<file path="config.mk">
export PLATFORM = sky130hd
export DESIGN_NAME = sr_latch_bank
export DESIGN_NICKNAME = d
export VERILOG_FILES = /design/src/rtl/sr_latch_pkg.sv /design/src/rtl/sr_latch_cell.sv /design/src/rtl/sr_latch_bank.sv
export SDC_FILE = /design/constraint.sdc
export NUM_CORES = 1
export LEC_CHECK = 0
export BUFFER_PORTS_ARGS = -buffer_cell sky130_fd_sc_hd__buf_4
export CORE_ASPECT_RATIO = 0.9
export CORE_MARGIN = 5
export CORE_UTILIZATION = 41
export DETAILED_ROUTE_END_ITERATION = 10
export SYNTH_ARGS = -nofsm -noshare
export SYNTH_HDL_FRONTEND = slang
export SYNTH_HIERARCHICAL = 1
export SYNTH_SLANG_ARGS = --single-unit
</file>
<file path="constraint.sdc">
create_clock -name clk -period 2.2 [get_ports clk]
set_clock_uncertainty 0.1 [all_clocks]
set_input_delay 0.33 -clock clk [delete_from_list [all_inputs] [get_ports clk]]
set_output_delay 0.33 -clock clk [all_outputs]
set_load 0.03 [all_outputs]
</file>
<file path="src/rtl/sr_latch_pkg.sv">
// Shared types and helpers for the set/clear latch bank.
// Latency: n/a (types and constant functions only).
// Backpressure: n/a.
package sr_latch_pkg;

  // Resolution used when set and clear arrive on the same channel in the same cycle
  typedef enum logic [1:0] {
    SET_WINS = 2'd0,
    CLR_WINS = 2'd1,
    TOGGLE   = 2'd2,
    HOLD     = 2'd3
  } prio_mode_t;

  // Hold counter width; never below one bit so HOLD_CYCLES=0 still builds
  function automatic int hold_width(input int hold_cycles);
    int w;
    w = $clog2(hold_cycles + 1);
    return (w < 1) ? 1 : w;
  endfunction

endpackage

</file>
<file path="src/rtl/sr_latch_cell.sv">
// One latch channel: state bit, minimum-hold counter, optional set edge detector.
// Latency: inputs sampled at a rising edge update state at that same edge.
// Backpressure: none; every cycle is evaluated.
// SR_EDGE_SET_EN: when defined, set acts only on a 0->1 transition of set_in.
module sr_latch_cell
  import sr_latch_pkg::*;
#(
  parameter int HOLD_CYCLES = 4
) (
  input  logic       clk,
  input  logic       reset,
  input  logic       set_in,
  input  logic       clr_in,
  input  logic [1:0] prio_mode,
  output logic       state
);

  localparam int HOLD_W = hold_width(HOLD_CYCLES);
  localparam logic [HOLD_W-1:0] RELOAD = HOLD_W'(HOLD_CYCLES);
  localparam logic [HOLD_W-1:0] ONE    = HOLD_W'(1);

  logic [HOLD_W-1:0] cnt;
  logic [HOLD_W-1:0] cnt_nxt;
  logic              state_nxt;
  logic              hold;
  logic              set_eff;
  prio_mode_t        mode;

  assign hold = (cnt != '0);
  assign mode = prio_mode_t'(prio_mode);

`ifdef SR_EDGE_SET_EN
  logic set_d;

  // Remember last cycle's set request; cleared by reset so a level held
  // through reset still yields one set right after release
  always_ff @(posedge clk) begin
    if (reset) set_d <= 1'b0;
    else       set_d <= set_in;
  end

  assign set_eff = set_in & ~set_d;
`else
  assign set_eff = set_in;
`endif

  // Next latch state and hold counter; reload beats the default decrement
  always_comb begin
    state_nxt = state;
    cnt_nxt   = hold ? (cnt - ONE) : cnt;
    case ({set_eff, clr_in})
      2'b10: begin
        state_nxt = 1'b1;
        cnt_nxt   = RELOAD;
      end
      2'b01: begin
        if (!hold) state_nxt = 1'b0;
      end
      2'b11: begin
        case (mode)
          SET_WINS: begin
            state_nxt = 1'b1;
            cnt_nxt   = RELOAD;
          end
          CLR_WINS: begin
            if (!hold) state_nxt = 1'b0;
            cnt_nxt = RELOAD;
          end
          TOGGLE: begin
            state_nxt = ~state;
            if (!state) cnt_nxt = RELOAD;
          end
          default: begin
            // HOLD: freeze both the bit and the counter
            cnt_nxt = cnt;
          end
        endcase
      end
      default: ;
    endcase
  end

  // Register latch bit and hold counter
  always_ff @(posedge clk) begin
    if (reset) begin
      state <= 1'b0;
      cnt   <= '0;
    end else begin
      state <= state_nxt;
      cnt   <= cnt_nxt;
    end
  end

endmodule

</file>
<file path="src/rtl/sr_latch_bank.sv">
// N-channel registered set/clear latch bank with selectable priority and a snapshot port.
// Latency: state_out updates at the edge that samples set/clr; snapshot captured in one cycle.
// Backpressure: snap_valid/snap_data hold while snap_ready=0; requests then are dropped (snap_drop).
// SR_EDGE_SET_EN: when defined, each channel's set is rising-edge triggered instead of level.
module sr_latch_bank
  import sr_latch_pkg::*;
#(
  parameter int N_CH        = 8,
  parameter int HOLD_CYCLES = 4
) (
  input  logic            clk,
  input  logic            reset,
  input  logic [N_CH-1:0] set_in,
  input  logic [N_CH-1:0] clr_in,
  input  logic [1:0]      prio_mode,
  output logic [N_CH-1:0] state_out,
  input  logic            snap_req,
  output logic            snap_valid,
  input  logic            snap_ready,
  output logic [N_CH-1:0] snap_data,
  output logic            snap_drop
);

  logic accept;
  logic capture;

  for (genvar i = 0; i < N_CH; i++) begin : g_ch
    sr_latch_cell #(
      .HOLD_CYCLES(HOLD_CYCLES)
    ) u_cell (
      .clk      (clk),
      .reset    (reset),
      .set_in   (set_in[i]),
      .clr_in   (clr_in[i]),
      .prio_mode(prio_mode),
      .state    (state_out[i])
    );
  end

  // A new capture may land in the same cycle the old one is consumed
  assign accept  = snap_valid & snap_ready;
  assign capture = snap_req & (~snap_valid | accept);

  // Snapshot register: capture pre-update state, hold while unaccepted, flag dropped requests
  always_ff @(posedge clk) begin
    if (reset) begin
      snap_valid <= 1'b0;
      snap_data  <= '0;
      snap_drop  <= 1'b0;
    end else begin
      snap_drop <= snap_req & snap_valid & ~snap_ready;
      if (capture) begin
        snap_valid <= 1'b1;
        snap_data  <= state_out;
      end else if (accept) begin
        snap_valid <= 1'b0;
      end
    end
  end

endmodule

</file>
## Yosys cells after proc, flatten, opt, wreduce, memory -nomap -nowiden

Cells that the tools add are included.

- Muxes and demuxes: 58
- Equal/unequal tests: 42
- Reduce and logical (&&, ||, !) cells: 27
- $add $sub $neg: 8
- Bitwise gates (word level): 15

Operators with widths:

| kind | count |
|---|---|
| $pmux 3 s2 | 16 |
| $mux 3 | 16 |
| $pmux 1 s3 | 16 |
| $reduce_bool 3->1 | 16 |
| $eq 2x2->1 const B | 17 |
| $ne 4x4->1 const B | 7 |
| $sub 3x1->3 const B | 8 |
| $ne 3x3->1 const B | 7 |
| $eq 2x1->1 const B | 9 |
| $reduce_and 2->1 | 8 |
| $mux 1 | 10 |
| $not 1->1 | 10 |
| $and 1x1->1 | 4 |
| $ne 4x3->1 const B | 1 |
| $ne 3x2->1 const B | 1 |
| $logic_not 2->1 | 1 |
| $reduce_bool 2->1 | 1 |
| $reduce_or 2->1 | 1 |
| $or 1x1->1 | 1 |

- Logic and storage cells: 169
- Bits of input ports: 22
- Bits in registers: 42
- Output and inout bits: 18

## Depth between registers and ports, before layout

- Word-level depth: 5
- Gate-level depth with buffers: 7
- Depth with buffers taken out: 7

## Hierarchy

Netlist, hierarchy kept.

Modules (own cells, without submodules):

| module | cells each | times used | seq. area each (µm²) | area each (µm²) |
|---|---|---|---|---|
| sr_latch_cell | 39 | 8 | 80.1 | 364.1 |
| sr_latch_bank | 41 | 1 | 200.2 | 436.7 |

## Least setup slack after synthesis

Ideal clock, no wire load.

- Path kind: reg-to-reg
- From: register g_ch[0].u_cell.cnt[0]
- To: register g_ch[0].u_cell.cnt[1]
- Data arrival time: 1.312 ns
- Path slack: 0.685 ns
- Data required time: 1.997 ns
- Clock period less this slack: 1.515 ns
- Buffers on the path: 0
- Stages on the path, launching flop included: 7
- Setup time: 0.103 ns
- Cells stage by stage: dfxtp_1 -> inv_1 -> ha_1 -> ha_1 -> a31oi_4 -> nor2_1 -> a2111oi_2

- Cells in the longest elaborated chain, start to end: 5
- Elaborated cells between the ends (all ways): 6
- Those cells by class: 1 x add/sub; 4 x mux; 1 x reduce/logical

Ends and longest elaborated chain:

| what | line | source |
|---|---|---|
| from (decl) | sr_latch_cell.sv:22 | `logic [HOLD_W-1:0] cnt;` |
| from (signal assigned) | sr_latch_cell.sv:90 | `cnt <= cnt_nxt;` |
| $sub 3x1->3 or $reduce_bool 3->1 (tied branches) | sr_latch_cell.sv:50, sr_latch_cell.sv:29 |  |
| $mux 3 (*) | sr_latch_cell.sv:50 | `cnt_nxt = hold ? (cnt - ONE) : cnt;` |
| $mux 3 | sr_latch_cell.sv:71 | `if (!state) cnt_nxt = RELOAD;` |
| $pmux 3 s2 | sr_latch_cell.sv:60 | `case (mode)` |
| $pmux 3 s2 (*) | sr_latch_cell.sv:51 | `case ({set_eff, clr_in})` |

Mark *: on every way between the ends. The rest lies on a longest branch, timed or not.
A chain may end at the register's enable or synchronous reset.

## Final worst setup path

- From: register g_ch[4].u_cell.cnt[0]
- To: register g_ch[4].u_cell.cnt[1]

- Cells in the longest elaborated chain, start to end: 5
- Elaborated cells between the ends (all ways): 6
- Those cells by class: 1 x add/sub; 4 x mux; 1 x reduce/logical

Ends and longest elaborated chain:

| what | line |
|---|---|
| from (decl) | sr_latch_cell.sv:22 |
| from (signal assigned) | sr_latch_cell.sv:90 |
| $sub 3x1->3 or $reduce_bool 3->1 (tied branches) | sr_latch_cell.sv:50, sr_latch_cell.sv:29 |
| $mux 3 (*) | sr_latch_cell.sv:50 |
| $mux 3 | sr_latch_cell.sv:71 |
| $pmux 3 s2 | sr_latch_cell.sv:60 |
| $pmux 3 s2 (*) | sr_latch_cell.sv:51 |

Marks and branches as above.

==> impl_summary.md <==
Detailed routing
The post-route antenna net violation count is 0. In the detailed route, the total length drawn on met2 is ~3.1 mm. After detailed routing, the number of vias per cell comes to 5.15. The per-cell routed wire length is approximately 13 um.

In the final routing, the length of wire on met1 measures around 3.1 mm. Detailed routing inserted a total of 2,565 vias. The detailed-router iteration count before antenna repair is 4. The top routing layer in use is met4. Wires add up to 6.52 mm. The first routing iteration left 59 violations.

For this run, design rule violations remaining after detail routing come to 0. The routed wire length on met3 is 269 um.

Yosys
The total standard cell area after synthesis is about 0.0033 mm2. Sequential elements use 25.1% of the synthesized area. The share of synthesized registers carrying an async set or reset is 0%. The warning count from the yosys run is 6. The synthesized design spends more area on one cell type than any other, namely sky130_fd_sc_hd__dfxtp_1.

The average cell area after synthesis is 9.49 um2. Counting flops with a built-in enable in the synthesized netlist gives 0. By area the synthesized netlist is led by sky130_fd_sc_hd__dfxtp_1 25%, sky130_fd_sc_hd__ha_1 21%, sky130_fd_sc_hd__inv_1 7.2%. The distinct cell type count of the synthesized netlist is 25. Synthesis handed over a netlist of 353 instances. The top-area cell type share of the netlist area is 25.1%.

Synthesis inferred 42 register bits. The number of nets in the synthesized netlist is 431. The main flop type after synthesis is sky130_fd_sc_hd__dfxtp_1.

Layout
The diode insertion count for antenna repair is 0. From synthesis to final layout, the design area changed by 14.9%. The most common library cell in the layout ignoring fill and taps is sky130_fd_sc_hd__inv_1. The final-stage net count is 476. The count of filler cells inserted in the layout is a little under 800. The post-route netlist has approximately 20% of its cells at a drive strength greater than 1. Leaving out filler cells and counting taps, the final layout contains 498. In the layout the commonest cells are 64 x sky130_fd_sc_hd__inv_1, 56 x sky130_fd_sc_hd__ha_1, 42 x sky130_fd_sc_hd__dfxtp_1.

Global route
The global-route wire length before repair is between 10 and 15 mm. Entering global routing, the biggest net connects 51 pins. In the global route stage, overall resource usage came out at between 10% and 20%. The initial antenna violation count is 0. The total congestion overflow after global routing is 0. The number of global-route vias before repair is 2,556.

Power and ir drop
The power share of the sequential group is 40.5%. The design internal power is between 1 and 1.5 mW. The power share of the clock group is 24.5%. Summed over all cells, the static leakage comes to 1.84 nW. IR analysis of the VDD net gives a maximum drop of roughly 0.00027 V. The switching power is slightly below 0.8 mW.

Net switching is 34.9% of the power. The combinational group share of total power is 35.0%. The power per cell area is 575 mW/mm2.

Clocking
The H-tree generated during clock tree synthesis spans 2 levels. The clock sink count is 42. The cell at the root of the clock tree is sky130_fd_sc_hd__clkbuf_8. Clock latency on the worst-skew pair, taken at its later pin, is 0.31 ns. The maximum clock insertion buffer count is 2. In this run, CTS created clock tree buffers numbering 5.

The clock-pin transition on the worst setup and hold timing paths is 0.09 ns. Post-CTS repair changed the size of 0 cells. After clock tree synthesis, the flow added hold-fix buffers numbering 0.

The post-CTS setup-driven buffer insertion count is 0. TritonCTS built the clock tree.

STA
The final number of hold-violating endpoints is 0. The post-route clock period utilization is between 70% and 80%. The total setup violations reported at the end of the flow is 0. The shortest period the worst path allows is 1.65 ns.

Setup repair after global routing left no endpoint under its margin. At the pin with the least slew margin, the transition time is roughly 0.56 ns. The count of final max-slew check failures is 0. The worst slew slack as a fraction of its limit is between 60% and 70%. In the final timing run, aggregate negative setup slack is 0 ns. Derived from the worst setup path, the maximum achievable clock frequency is just over 0.6 GHz.

Worst hold path
The path type of the worst min-delay path is in -> reg.

Floorplanning
The width of the chip is around 110 um. The initial utilization of the core area, before any placement, comes to approximately two fifths. The number of top-level design ports is 40. The placeable core area is about 0.0080 mm2. Row generation in the floorplan step produced 31 rows. The floorplan step set the die height to 95.7 um. The die covers 0.0101 mm2.

Placement
The last weighted congestion value of the routability-driven placer is 0.732. The number of buffer cells added on primary ports is 39. The post-DP HPWL is 4.72 mm. The total instance count after detailed placement is about 500.

Job
The tool flagged a number of max-cap violations equal to 0.

Setup path
The largest fanout of any net on the critical path is 3. The critical path launch point type is a flop. The nature of the critical path endpoint is a flop. Data on the critical path is required at its endpoint by 2.31 ns. The type of the worst setup path is reg -> reg. The data arrival time of the critical path is 1.77 ns.

Outcome
The flow ran to the end, and the final reports show no timing, DRC or antenna violations.
final timing paths:
kind         slack [ns]  depth (start not counted)                  start                    end
max                0.55                          6  g_ch[4].u_cell/cnt[0]  g_ch[4].u_cell/cnt[1]
min                 0.1                          2             snap_ready              snap_drop
min reg2reg        0.38                          2           snap_data[5]           snap_data[5]
max reg2reg        0.55                          6  g_ch[4].u_cell/cnt[0]  g_ch[4].u_cell/cnt[1]
logic make-up after synthesis:
logic type | after synthesis | share of synthesized area (%)
AOI/OAI and AO/OA | 90 | 25.3
and+or+nand+nor | 82 | 16.4
buffers and inverters | 67 | 7.77
adders and majority gates | 56 | 20.9
DFF | 42 | 25.1
xor gates and xnor gates | 8 | 2.09
muxes | 8 | 2.39
synthesized netlist by cell type, types with 9 or more instances:
master,n
sky130_fd_sc_hd__nor3_1,16
sky130_fd_sc_hd__dfxtp_1,42
sky130_fd_sc_hd__nand2b_1,24
sky130_fd_sc_hd__inv_1,64
sky130_fd_sc_hd__a21boi_2,9
sky130_fd_sc_hd__ha_1,56
sky130_fd_sc_hd__a31oi_1,32
sky130_fd_sc_hd__nor2_1,9
area by class of cell:
type | instances | area, um2 | share of cell area (%)
repair buffers | 40 | 300 | 7.80
well taps | 99 | 124 | 3.22
clock inverters | 1 | 5.00 | 0.130
clock buffers | 7 | 86.3 | 2.24
multi-input cells | 244 | 2250 | 58.4
flip-flops and latches | 42 | 841 | 21.8
inverters | 65 | 244 | 6.34
routing by layer:
metal	track usage, %	up-vias
li1	-	1330
met1	16.5	1195
met2	23.8	34
met3	3.69	6
met4	3.73	0
met5	0	-
state kept, by name (all words and copies together) (netlist names):
name,count
g_ch.u_cell/cnt,24
g_ch.u_cell/state,8
snap_data,8
snap_drop,1
snap_valid,1
power groups by stage:
stage	Clock (mW)	Combinational, mW	Sequential, mW
finish	0.541	0.775	0.895
global route	0.604	0.870	0.910
CTS	0.569	0.786	0.896
detailed placement	0	0.781	0.914
global placement	0	0.763	0.911
floorplan	0	0.522	0.951
metrics by stage:
stage                     util (%)  power, mW  setup slack, ns  cell area, um2  hold slack [ns]
final                         48.2       2.21            0.547            3850           0.0988
after global routing          48.2       2.38            0.413            3850           0.0860
after CTS                     48.2       2.25            0.538            3850           0.0882
after detailed placement      47.0       1.70            0.469            3760            0.364
after global placement        47.0       1.67            0.493            3760            0.360
after floorplan                  -       1.47            0.685            3350            0.300
worst max-delay path, cell delays in order, from the launching register on:
cell                        delay, ns
sky130_fd_sc_hd__dfxtp_1         0.36
sky130_fd_sc_hd__inv_1           0.05
sky130_fd_sc_hd__ha_1            0.23
sky130_fd_sc_hd__ha_1            0.24
sky130_fd_sc_hd__a31oi_4         0.20
sky130_fd_sc_hd__nor2_1          0.08
sky130_fd_sc_hd__a2111oi_2       0.31
Note: power is estimated with default switching activity, not from simulation.
